`config.mk`:
```
export PLATFORM = sky130hd
export DESIGN_NAME = cpu_control
export DESIGN_NICKNAME = d
export VERILOG_FILES = /design/src/rtl/cpu_control.sv
export SDC_FILE = /design/constraint.sdc
export NUM_CORES = 1
export LEC_CHECK = 0
export CAP_MARGIN = 20
export CORE_MARGIN = 8
export CORE_UTILIZATION = 30
export DETAILED_ROUTE_END_ITERATION = 10
export SYNTH_ARGS = -nofsm -noshare
export SYNTH_HDL_FRONTEND = slang
export SYNTH_SLANG_ARGS = --single-unit
```
`constraint.sdc`:
```
create_clock -name clk -period 2.6 [get_ports clk]
set_clock_uncertainty 0.2 [all_clocks]
set_input_delay 0.39 -clock clk [delete_from_list [all_inputs] [get_ports clk]]
set_output_delay 0.39 -clock clk [all_outputs]
set_load 0.02 [all_outputs]
```
`src/rtl/cpu_control.sv`:
```
// rtl/cpu_control.sv - multi-cycle control FSM for a small RV32 subset core
module cpu_control #(
  parameter bit TRAP_ON_ILLEGAL = 1'b1
) (
  input  logic        clk,
  input  logic        rst,
  input  logic [31:0] instr,
  input  logic        alu_zero,
  input  logic        mem_ready,
  output logic [31:0] alu_cntrl,
  output logic        alu_src_imm,
  output logic        mem_req,
  output logic        mem_we,
  output logic        ir_write,
  output logic        pc_inc,
  output logic        pc_branch,
  output logic        reg_write,
  output logic        wb_sel,
  output logic        trap,
  output logic [31:0] retired
);

  localparam logic [2:0] S_FETCH     = 3'd0;
  localparam logic [2:0] S_DECODE    = 3'd1;
  localparam logic [2:0] S_EXECUTE   = 3'd2;
  localparam logic [2:0] S_MEMORY    = 3'd3;
  localparam logic [2:0] S_WRITEBACK = 3'd4;
  localparam logic [2:0] S_TRAP      = 3'd5;

  localparam logic [1:0] C_ALU    = 2'd0;
  localparam logic [1:0] C_LOAD   = 2'd1;
  localparam logic [1:0] C_STORE  = 2'd2;
  localparam logic [1:0] C_BRANCH = 2'd3;

  localparam logic [2:0] OP_ADD = 3'd0;
  localparam logic [2:0] OP_SUB = 3'd1;
  localparam logic [2:0] OP_OR  = 3'd2;
  localparam logic [2:0] OP_AND = 3'd3;
  localparam logic [2:0] OP_XOR = 3'd4;

  logic [2:0] state, state_nxt;
  logic [1:0] cls;
  logic       dec_legal, dec_imm;
  logic [2:0] dec_op;
  logic [1:0] dec_cls;
  logic       retire;

  logic [6:0] opcode;
  logic [2:0] funct3;
  logic [6:0] funct7;
  logic       unused_instr_bits;

  assign opcode = instr[6:0];
  assign funct3 = instr[14:12];
  assign funct7 = instr[31:25];
  // Register and immediate fields are consumed by the datapath, not here.
  assign unused_instr_bits = ^{instr[24:15], instr[11:7]};

  always_comb begin
    dec_legal = 1'b0;
    dec_imm   = 1'b0;
    dec_op    = OP_ADD;
    dec_cls   = C_ALU;
    case (opcode)
      7'b0110011: begin
        case (funct3)
          3'b000: begin
            if (funct7 == 7'b0000000) begin
              dec_legal = 1'b1;
              dec_op    = OP_ADD;
            end else if (funct7 == 7'b0100000) begin
              dec_legal = 1'b1;
              dec_op    = OP_SUB;
            end
          end
          3'b100: begin dec_legal = (funct7 == 7'b0000000); dec_op = OP_XOR; end
          3'b110: begin dec_legal = (funct7 == 7'b0000000); dec_op = OP_OR;  end
          3'b111: begin dec_legal = (funct7 == 7'b0000000); dec_op = OP_AND; end
          default: ;
        endcase
      end
      7'b0010011: begin
        dec_imm = 1'b1;
        case (funct3)
          3'b000: begin dec_legal = 1'b1; dec_op = OP_ADD; end
          3'b100: begin dec_legal = 1'b1; dec_op = OP_XOR; end
          3'b110: begin dec_legal = 1'b1; dec_op = OP_OR;  end
          3'b111: begin dec_legal = 1'b1; dec_op = OP_AND; end
          default: ;
        endcase
      end
      7'b0000011: begin
        dec_legal = (funct3 == 3'b010);
        dec_imm   = 1'b1;
        dec_cls   = C_LOAD;
      end
      7'b0100011: begin
        dec_legal = (funct3 == 3'b010);
        dec_imm   = 1'b1;
        dec_cls   = C_STORE;
      end
      7'b1100011: begin
        dec_legal = (funct3 == 3'b000);
        dec_op    = OP_SUB;
        dec_cls   = C_BRANCH;
      end
      default: ;
    endcase
  end

  always_comb begin
    state_nxt = state;
    case (state)
      S_FETCH:     if (mem_ready) state_nxt = S_DECODE;
      S_DECODE: begin
        if (dec_legal)            state_nxt = S_EXECUTE;
        else if (TRAP_ON_ILLEGAL) state_nxt = S_TRAP;
        else                      state_nxt = S_FETCH;
      end
      S_EXECUTE: begin
        case (cls)
          C_ALU:   state_nxt = S_WRITEBACK;
          C_LOAD,
          C_STORE: state_nxt = S_MEMORY;
          default: state_nxt = S_FETCH;
        endcase
      end
      S_MEMORY:    if (mem_ready) state_nxt = (cls == C_LOAD) ? S_WRITEBACK : S_FETCH;
      S_WRITEBACK: state_nxt = S_FETCH;
      S_TRAP:      state_nxt = S_TRAP;
      default:     state_nxt = S_FETCH;
    endcase
  end

  assign retire = (state == S_WRITEBACK)
               || (state == S_EXECUTE && cls == C_BRANCH)
               || (state == S_MEMORY && cls == C_STORE && mem_ready);

  always_ff @(posedge clk or negedge rst) begin
    if (!rst) begin
      state       <= S_FETCH;
      cls         <= C_ALU;
      alu_cntrl   <= 32'd0;
      alu_src_imm <= 1'b0;
      trap        <= 1'b0;
      retired     <= 32'd0;
    end else begin
      state <= state_nxt;
      if (state == S_DECODE) begin
        cls         <= dec_cls;
        alu_cntrl   <= {29'd0, dec_op};
        alu_src_imm <= dec_imm;
        if (!dec_legal && TRAP_ON_ILLEGAL) trap <= 1'b1;
      end
      if (retire) retired <= retired + 32'd1;
    end
  end

  // Gated by rst so no request or strobe leaks out while reset is held.
  assign mem_req   = rst && (state == S_FETCH || state == S_MEMORY);
  assign mem_we    = rst && (state == S_MEMORY) && (cls == C_STORE);
  assign ir_write  = rst && (state == S_FETCH) && mem_ready;
  assign pc_inc    = rst && (state == S_FETCH) && mem_ready;
  assign pc_branch = rst && (state == S_EXECUTE) && (cls == C_BRANCH) && alu_zero;
  assign reg_write = rst && (state == S_WRITEBACK);
  assign wb_sel    = rst && (state == S_WRITEBACK) && (cls == C_LOAD);

endmodule

```
==> out/metrics.cfg, run 1 <==
[grt]
grt_antenna_before_repair = 0
via_count_of_the_first_global_routing_pass = 1929
gr-usage-all-layers_pct = 9.60
largest_net_degree_at_the_start_of_global_routing = 43
first_pass_grt_wire_length_um = 9060
gr-total-overflow = 0

[timing]
hold_violations = 0
relSlewSlack_pct = 64.3
totalNegativeSetupSlack_ns = 0
slew_viol_final = 0
fin_crit_ns = 2.47
setup_repair_after_global_routing_missed_its_margin = no
tightestPinTransition_ns = 0.535
setup_violations = 0
fmax_ghz = 0.406
period_share_pct = 94.8

[logic_synthesis]
synth.yosys.seq_area_share_pct = 43.4
synth_top_area_share_pct = 43.4
top_ff_cell_synth = sky130_fd_sc_hd__dfrtp_1
post_synth_most_frequent_cells = sky130_fd_sc_hd__dfrtp_1, sky130_fd_sc_hd__buf_4, sky130_fd_sc_hd__nand2_1
synth_warnings = 0
yosys_top_cell_by_area = sky130_fd_sc_hd__dfrtp_1
synthMostInstantiatedCell = sky130_fd_sc_hd__dfrtp_1
yosys.cell_types.count = 52
synth_area_per_cell_sq_um = 10.0
synth_enable_flop_cells = 0
asyncSetResetFlopFracSynth_pct = 100
synthesis_stage_register_bit_count = 42
syn-instance-count = 242
synth.area.top_cells = sky130_fd_sc_hd__dfrtp_1, sky130_fd_sc_hd__buf_4, sky130_fd_sc_hd__xnor2_1, sky130_fd_sc_hd__nand2_1, sky130_fd_sc_hd__xor2_1
syn_area_sq_um = 2420

[clock_tree]
cts_num_sinks = 42
post-cts-setup-buffers = 0
cts_tree = done
cts_htree_levels = 2
cts_repair_resize_count = 0
root_buffer = sky130_fd_sc_hd__clkbuf_8
worstSkewPairLatency_ns = 0.29
ctsLongestPathBuffers = 2
holdBufCountCts = 0
cts.clk_slew.worst_paths_ns = 0.08
cts_made_buffers = 5

[power_and_ir_drop]
leakage_nw = 1.29
share_of_power_burned_in_the_clock_network_pct = 26.2
pwr_density_cell_nw_per_um2 = 519
switching_share_pct = 32.5
internal_power_consumption_mw = 1.11
vdd_drop_max_mv = 0.196
power.sequential.fraction_pct = 47.9
switching_power_mw = 0.536
comb_power_share_pct = 25.9

[die]
chipWidth_um = 106
total_die_area_sq_um = 11200
num_io_pins = 109
initial_utilization_pct = 31.2
row_count = 32
die_h_um = 106
placeable_core_region_sq_um = 7770

[min_path]
hold_path_class = in2async

[critical_path]
critPathMaxFanout = 12
cpMaxStageDelayCell = sky130_fd_sc_hd__clkdlybuf4s50_1
critical_path.endpoint_type = output pin
crit_family = buffers and inverters
critical_path_class = reg2out
critical_path.startpoint_type = register
path_buf_inv = 1
critical_path_arrival_ns = 1.88
path_cells = nor2_1, and3_1, and2_1, clkdlybuf4s50_1
critical_path_required_ns = 2.01
timing.critical_path.slowest_cell_delay_ns = 0.60

[route]
routed_wirelength_normalized_by_instance_count_um = 12.6
post_drt_via_cell_ratio = 4.40
residual_drc = 0
route.antenna.remaining_nets = 0
drt_iter0_drc = 63
detail_route.first_pass.iterations = 6
wirelength_um = 5230
route.vias.total = 1825

[place]
gp_weighted_congestion = 0.818
placed_cell_area_sq_um = 3080
place_hpwl_um = 4250
port_buffers = 64

[cells_and_area]
post_layout_inst_area_sq_um = 3170
antenna_cells = 0
layout-drive-gt1-share_pct = 8.95
finish.net_count = 353
layout-area-overhead-vs-synth_pct = 31.1

[job]
cap_violations = 0

[status]
run_status = finished, final reports clean

==> power groups by stage <==
stage                     registers, mW  logic [mW]  clock network [mW]
after floorplan                   0.830       0.261                   0
after global placement            0.801       0.430                   0
after detailed placement          0.803       0.432                   0
after CTS                         0.791       0.433               0.451
after global routing              0.805       0.469               0.479
final                             0.789       0.427               0.432
==> cell usage in the layout (no fill, tap or decap), drive strengths merged, types with 2 or more instances in the layout <==
cell type | netlist | layout
conb | 1 | 29
xnor2 | 22 | 22
xor2 | 10 | 10
inv | 6 | 6
nand2b | 3 | 3
and4 | 3 | 3
nand2 | 24 | 24
or4 | 2 | 2
o21ai | 8 | 8
ha | 5 | 5
or2 | 2 | 2
buf | 33 | 7
and3 | 6 | 6
nor2b | 5 | 5
nand4 | 7 | 7
a21oi | 2 | 2
dfrtp | 42 | 42
nor3 | 3 | 3
a211oi | 3 | 3
clkbuf | 2 | 6
nand3 | 18 | 18
and2b | 3 | 3
o31ai | 2 | 2
nor2 | 11 | 11
clkdlybuf4s50 | 0 | 63
==> registers in the layout, indices dropped and copies added, names as in the netlist <==
name and count:
retired 32, alu_cntrl 3, state 3, cls 2
alu_src_imm 1, trap 1
==> worst paths after layout <==
path                       slack (ns)            startpoint  cells after the start                 endpoint
min reg2reg                      0.27      trap$_DFFE_PN0P_                      1         trap$_DFFE_PN0P_
max in group asynchronous        1.81                   rst                      2         trap$_DFFE_PN0P_
max reg2reg                      0.51    cls[0]$_DFFE_PN0N_                      8  retired[18]$_DFFE_PN0P_
min                              0.01                   rst                      2   retired[3]$_DFFE_PN0P_
max                              0.13  state[0]$_DFFE_PN0P_                      4                   wb_sel
min in group clk                 0.27      trap$_DFFE_PN0P_                      1         trap$_DFFE_PN0P_
==> area by class of cell <==
type,instances,area (sq um)
clock buffers,6,82.6
clock inverters,2,12.5
fillers,802,4590
inverters,6,22.5
multi-input cells,187,1200
flip-flops and latches,42,1050
well taps,102,128
repair buffers,70,681
==> routing by layer <==
metal | track usage (%) | up-vias | share of wire, %
li1 | - | 911 | -
met1 | 12.0 | 846 | 47
met2 | 14.7 | 64 | 44
met3 | 4.51 | 4 | 8.7
met4 | 2.01 | 0 | 0.46
met5 | 0 | - | 0
==> worst reg2reg max path: stages (launching register included) <==
cell and delay [ns]:
sky130_fd_sc_hd__dfrtp_1 0.38, sky130_fd_sc_hd__inv_1 0.08, sky130_fd_sc_hd__ha_1 0.21, sky130_fd_sc_hd__and3_1 0.18, sky130_fd_sc_hd__o21ai_2 0.28, sky130_fd_sc_hd__a211oi_2 0.12, sky130_fd_sc_hd__buf_4 0.19, sky130_fd_sc_hd__and4_1 0.22
sky130_fd_sc_hd__xor2_1 0.13
==> metrics by stage <==
step / cells / power (mW) / hold WS [ns] / utilization [%] / setup slack [ns]
2_1_floorplan: 270 / 1.09 / -0.106 / - / 0.660
3_3_place_gp: 407 / 1.23 / 0.249 / 39.6 / 0.218
3_5_place_dp: 407 / 1.24 / 0.260 / 39.6 / 0.208
4_1_cts: 415 / 1.67 / 0.0267 / 40.9 / 0.119
5_1_grt: 415 / 1.75 / 0.0573 / 40.9 / 0.0277
6_report: 415 / 1.65 / 0.0140 / 40.9 / 0.135
==> kinds of logic (layout without fill, tap and decap cells) <==
group	count (synthesis)	after routing	synth area share (%)
buffers and inverters	41	84	11.5
muxes	1	1	0.465
and+or+nand+nor	95	95	22.6
adders and majority gates	5	5	2.58
AOI/OAI and AO/OA	25	25	7.65
other	1	29	0.155
xor gates and xnor gates	32	32	11.6
DFF	42	42	43.4
Power figures use the tool's default switching activity.
==> inputs of run 2 (changes only) <==
--- a/config.mk
+++ b/config.mk
@@ -7,8 +7,9 @@
 export LEC_CHECK = 0
 export CAP_MARGIN = 20
 export CORE_MARGIN = 8
-export CORE_UTILIZATION = 30
+export CORE_UTILIZATION = 42
 export DETAILED_ROUTE_END_ITERATION = 10
+export PLACE_DENSITY = 0.81
 export SYNTH_ARGS = -nofsm -noshare
 export SYNTH_HDL_FRONTEND = slang
 export SYNTH_SLANG_ARGS = --single-unit
==> out/metrics.cfg, run 2 (synthesized netlist as in run 1, its figures left out) <==
[cells_and_area]
layout-drive-gt1-share_pct = 8.60
layout-area-overhead-vs-synth_pct = 30.0
largest_reg_flops = 32
antenna_cells = 0
final.fill_count = 529
finish.net_count = 354
layout.cells.most_common_list = sky130_fd_sc_hd__clkdlybuf4s50_1, sky130_fd_sc_hd__dfrtp_1, sky130_fd_sc_hd__conb_1, sky130_fd_sc_hd__nand2_1, sky130_fd_sc_hd__xnor2_1
utilization_pct = 56.8
layout.cells.most_common = sky130_fd_sc_hd__clkdlybuf4s50_1
multi_input_gate_area_sq_um = 1200
max_flop_register = retired
seq_area_sq_um = 1050
largest_registers = retired: 32 flops, alu_cntrl: 3 flops, state: 3 flops

[clock_tree]
cts.clk_slew.worst_paths_ns = 0.07
cts_tree = done
worstSkewPairLatency_ns = 0.29
post-cts-setup-buffers = 0
ctsLongestPathBuffers = 2
cts_num_sinks = 42
cts_htree_levels = 2
cts_made_buffers = 5
root_buffer = sky130_fd_sc_hd__clkbuf_8

[die]
row_count = 27
die_h_um = 91.9
chipWidth_um = 91.9
placeable_core_region_sq_um = 5540
num_io_pins = 109
initial_utilization_pct = 43.7
total_die_area_sq_um = 8450

[timing]
setup_repair_after_global_routing_missed_its_margin = no
setup_violations = 0
totalNegativeSetupSlack_ns = 0
hold-worst-slack_ns = 0.269
period_share_pct = 94.8
fmax_ghz = 0.406
slew_viol_final = 0
fin_crit_ns = 2.47
hold_violations = 0

[place]
place_hpwl_um = 4300
port_buffers = 64
gp_weighted_congestion = 0.780

[critical_path]
timing.critical_path.from = state[2]$_DFFE_PN0P_
critical_path_required_ns = 2.01
critical_path.startpoint_type = register
critical_path.endpoint_type = output pin
critical_path_arrival_ns = 1.88
critical_path_class = reg2out
critPathMaxFanout = 8
regToRegStartpoint = cls[0]$_DFFE_PN0N_

[route]
route.antenna.remaining_nets = 0
residual_drc = 0
route.vias.total = 1880
drt_iter0_drc = 41
wirelength_um = 5300
post_drt_via_cell_ratio = 4.87
routed_wirelength_normalized_by_instance_count_um = 13.7
detail_route.first_pass.iterations = 4

[grt]
via_count_of_the_first_global_routing_pass = 1992
first_pass_grt_wire_length_um = 9140
grt_antenna_before_repair = 0
largest_net_degree_at_the_start_of_global_routing = 32
gr-total-overflow = 0
gr-usage-all-layers_pct = 12.9

[power_and_ir_drop]
vdd_drop_max_mv = 0.287
leakage_nw = 1.30
pwr_density_cell_nw_per_um2 = 523
power.total_mw = 1.65

[min_path]
min_from = trap$_DFFE_PN0P_
hold_path_class = reg2reg

[job]
cap_violations = 0

[status]
run_status = finished, final reports clean

==> run 2: path summary, 6_finish.rpt <==
kind                                            end  slack [ns]  depth (start not counted)
setup / recovery                          pc_branch        0.13                          4
hold / removal                     trap$_DFFE_PN0P_        0.27                          1
setup reg to reg            retired[18]$_DFFE_PN0P_        0.51                          8
hold reg to reg                    trap$_DFFE_PN0P_        0.27                          1
max in group asynchronous  alu_cntrl[2]$_DFFE_PN0N_        1.35                          3
min in group asynchronous   retired[30]$_DFFE_PN0P_        0.49                          3
==> run 2: per-layer routing <==
layer  vias to the layer above  wire, um  GRT usage [%]
met5                         -         0              0
met4                         0        44           3.76
met3                         5       503           5.70
met2                        70      2620           22.1
met1                       892      2130           14.2
li1                        913         -              -
==> run 2: layout make-up <==
| type | count | area share [%] |
|---|---|---|
| clock inverter | 2 | 0.397 |
| tap | 72 | 2.86 |
| timing repair buffer | 71 | 22.0 |
| inverter | 6 | 0.715 |
| sequential | 42 | 33.4 |
| multi-input combinational | 187 | 38.0 |
| clock buffer | 6 | 2.62 |
==> run 2: where the power goes <==
part	total, mW	switching [mW]	internal [mW]
sequential	0.792	0.0817	0.710
clock	0.427	0.213	0.213
combinational	0.429	0.239	0.190
total	1.65	0.534	1.11
==> run 2: worst max-delay path: stages, from the launching register on <==
cell and delay (ns):
sky130_fd_sc_hd__dfrtp_1 0.43, sky130_fd_sc_hd__and2b_1 0.26, sky130_fd_sc_hd__nand2_1 0.08, sky130_fd_sc_hd__nor3_1 0.18, sky130_fd_sc_hd__clkdlybuf4s50_1 0.64
==> run 2: through the flow <==
stage,instance area [sq um],cells,worst slack [ns]
2_1_floorplan,2530,270,0.660
3_3_place_gp,3030,376,0.237
3_5_place_dp,3030,376,0.196
4_1_cts,3150,386,0.127
5_1_grt,3150,386,0.0149
6_report,3150,386,0.135
==> run 2: timing repair <==
| action | in CTS | in global routing |
|---|---|---|
| endpoints found under the hold margin | 42 | 0 |
| hold buffers | 2 | 0 |
| gates resized for setup | 0 | 0 |
==> inputs of run 3 (changes only) <==
--- a/config.mk
+++ b/config.mk
@@ -8,8 +8,9 @@
 export CAP_MARGIN = 20
 export CORE_MARGIN = 8
 export CORE_UTILIZATION = 42
+export CTS_CLUSTER_DIAMETER = 200
 export DETAILED_ROUTE_END_ITERATION = 10
-export PLACE_DENSITY = 0.81
+export PLACE_DENSITY_LB_ADDON = 0.25
 export SYNTH_ARGS = -nofsm -noshare
 export SYNTH_HDL_FRONTEND = slang
 export SYNTH_SLANG_ARGS = --single-unit
==> out/metrics.cfg, run 3 (synthesized netlist as in run 1, its figures left out) <==
[clock_tree]
cts_repair_resize_count = 0
cts_htree_levels = 2
root_buffer = sky130_fd_sc_hd__clkbuf_8
ctsLongestPathBuffers = 2
cts_num_sinks = 42
post-cts-setup-buffers = 0
cts.clk_slew.worst_paths_ns = 0.09
cts_made_buffers = 5
worstSkewPairLatency_ns = 0.30
cts_tree = done

[critical_path]
critical_path.startpoint_type = register
critical_path_class = reg2out
worst-r2r-setup-slack_ns = 0.53
critical_path_required_ns = 2.01
timing.rr.end = retired[18]$_DFFE_PN0P_
worst-r2r-cell-count = 8
critical_path.endpoint_type = output pin
regToRegStartpoint = cls[0]$_DFFE_PN0N_
critPathMaxFanout = 12
critical_path_arrival_ns = 1.93

[grt]
gr-usage-all-layers_pct = 12.7
grt_antenna_before_repair = 0
largest_net_degree_at_the_start_of_global_routing = 33
gr-total-overflow = 0
via_count_of_the_first_global_routing_pass = 1977
first_pass_grt_wire_length_um = 8980

[place]
port_buffers = 64
place_hpwl_um = 4100
worst_setup_slack_before_clock_tree_synthesis_ns = 0.176
placed_cell_area_sq_um = 3040
gp_weighted_congestion = 0.765

[die]
die_h_um = 91.9
placeable_core_region_sq_um = 5540
chipWidth_um = 91.9
total_die_area_sq_um = 8450
initial_utilization_pct = 43.7
num_io_pins = 109
row_count = 27

[min_path]
min_from = retired[31]$_DFFE_PN0P_
hold_end = retired[31]$_DFFE_PN0P_
hold_path_class = reg2reg
min_delay_path_depth = 1

[cells_and_area]
finish.net_count = 355
layout-drive-gt1-share_pct = 8.89
layout.cells.most_common_list = sky130_fd_sc_hd__clkdlybuf4s50_1, sky130_fd_sc_hd__dfrtp_1, sky130_fd_sc_hd__conb_1, sky130_fd_sc_hd__nand2_1, sky130_fd_sc_hd__xnor2_1
max_flop_register = retired
layout-area-overhead-vs-synth_pct = 31.1
layout.cells.most_common = sky130_fd_sc_hd__clkdlybuf4s50_1
final.fill_count = 511
largest_reg_flops = 32
antenna_cells = 0
largest_registers = retired: 32 flops, alu_cntrl: 3 flops, state: 3 flops
post_layout_inst_area_sq_um = 3170

[timing]
tightestPinTransition_ns = 0.491
setup_violations = 0
setup_repair_after_global_routing_missed_its_margin = no
postLayoutSetupSlackWorst_ns = 0.0815
fmax_ghz = 0.397
slew_viol_final = 0
hold_violations = 0
relSlewSlack_pct = 67.0
fin_crit_ns = 2.52
period_share_pct = 96.9
totalNegativeSetupSlack_ns = 0

[power_and_ir_drop]
share_of_power_burned_in_the_clock_network_pct = 29.7
power.total_mw = 1.74
power.sequential.fraction_pct = 45.5
pwr_density_cell_nw_per_um2 = 548
internal_power_consumption_mw = 1.19
switching_power_mw = 0.549
leakage_nw = 1.31
comb_power_share_pct = 24.8
switching_share_pct = 31.6
vdd_drop_max_mv = 0.426

[route]
residual_drc = 0
post_drt_via_cell_ratio = 4.87
wirelength_um = 5070
drt_iter0_drc = 127
routed_wirelength_normalized_by_instance_count_um = 13.1
route.vias.total = 1885
detail_route.first_pass.iterations = 4
route.antenna.remaining_nets = 0

[status]
run_status = finished, final reports clean

[job]
cap_violations = 0

==> run 3: cell types whose count changed in the layout (fill, tap and decap cells not counted), sizes merged <==
cell / delta
bufinv: +1
buf: +1
clkinvlp: -1
clkbuf: -1
inv: +1
==> run 3: worst max-delay path by stage <==
stage | from | cells past startpoint | end | slack, ns
after CTS | state[0]$_DFFE_PN0P_ | 4 | wb_sel | 0.04
after floorplan | retired[10]$_DFFE_PN0P_ | 5 | retired[31]$_DFFE_PN0P_ | 0.66
after detailed placement | instr[12] | 6 | state[0]$_DFFE_PN0P_ | 0.18
final | state[0]$_DFFE_PN0P_ | 4 | wb_sel | 0.08
after global placement | instr[12] | 6 | state[0]$_DFFE_PN0P_ | 0.21
after global routing | state[0]$_DFFE_PN0P_ | 4 | wb_sel | 0.02
==> run 3: critical path, stage by stage (launching register included) <==
cell	delay, ns
sky130_fd_sc_hd__dfrtp_1	0.50
sky130_fd_sc_hd__nor2_1	0.21
sky130_fd_sc_hd__and3_1	0.20
sky130_fd_sc_hd__and2_1	0.12
sky130_fd_sc_hd__clkdlybuf4s50_1	0.61
==> run 3: layout make-up <==
cell class / instances / area, sq um / area share [%]
Multi-Input combinational cell: 187 / 1200 / 37.7
Sequential cell: 42 / 1050 / 33.1
Timing Repair Buffer: 72 / 701 / 22.1
Tap cell: 72 / 90.1 / 2.84
Clock buffer: 5 / 68.8 / 2.17
Clock inverter: 3 / 43.8 / 1.38
Inverter: 6 / 22.5 / 0.710
==> run 3: repair_timing <==
item | 4_1_cts | 5_1_grt
hold buffers | 2 | 0
endpoints found under the setup margin | 0 | 0
endpoints found under the hold margin | 42 | 0
==> run 3: routing by layer <==
metal / global-route usage, % / vias up / routed length, um
li1: - / 916 / -
met1: 14.0 / 906 / 2100
met2: 21.8 / 58 / 2460
met3: 4.24 / 5 / 419
met4: 6.04 / 0 / 85
met5: 0 / - / 0
==> run 3: power groups by stage <==
| stage | combinational [mW] | clock, mW | sequential, mW |
|---|---|---|---|
| after detailed placement | 0.432 | 0 | 0.805 |
| after global routing | 0.473 | 0.561 | 0.803 |
| final | 0.430 | 0.517 | 0.791 |
| after global placement | 0.427 | 0 | 0.801 |
| after CTS | 0.436 | 0.529 | 0.792 |
| after floorplan | 0.261 | 0 | 0.830 |
==> run 3: per-stage QoR <==
stage	hold slack (ns)	instances	utilization, %
after detailed placement	0.173	377	54.9
after floorplan	-0.106	270	-
after global routing	0.302	387	57.3
after global placement	0.166	377	54.9
final	0.269	387	57.3
after CTS	0.278	387	57.3
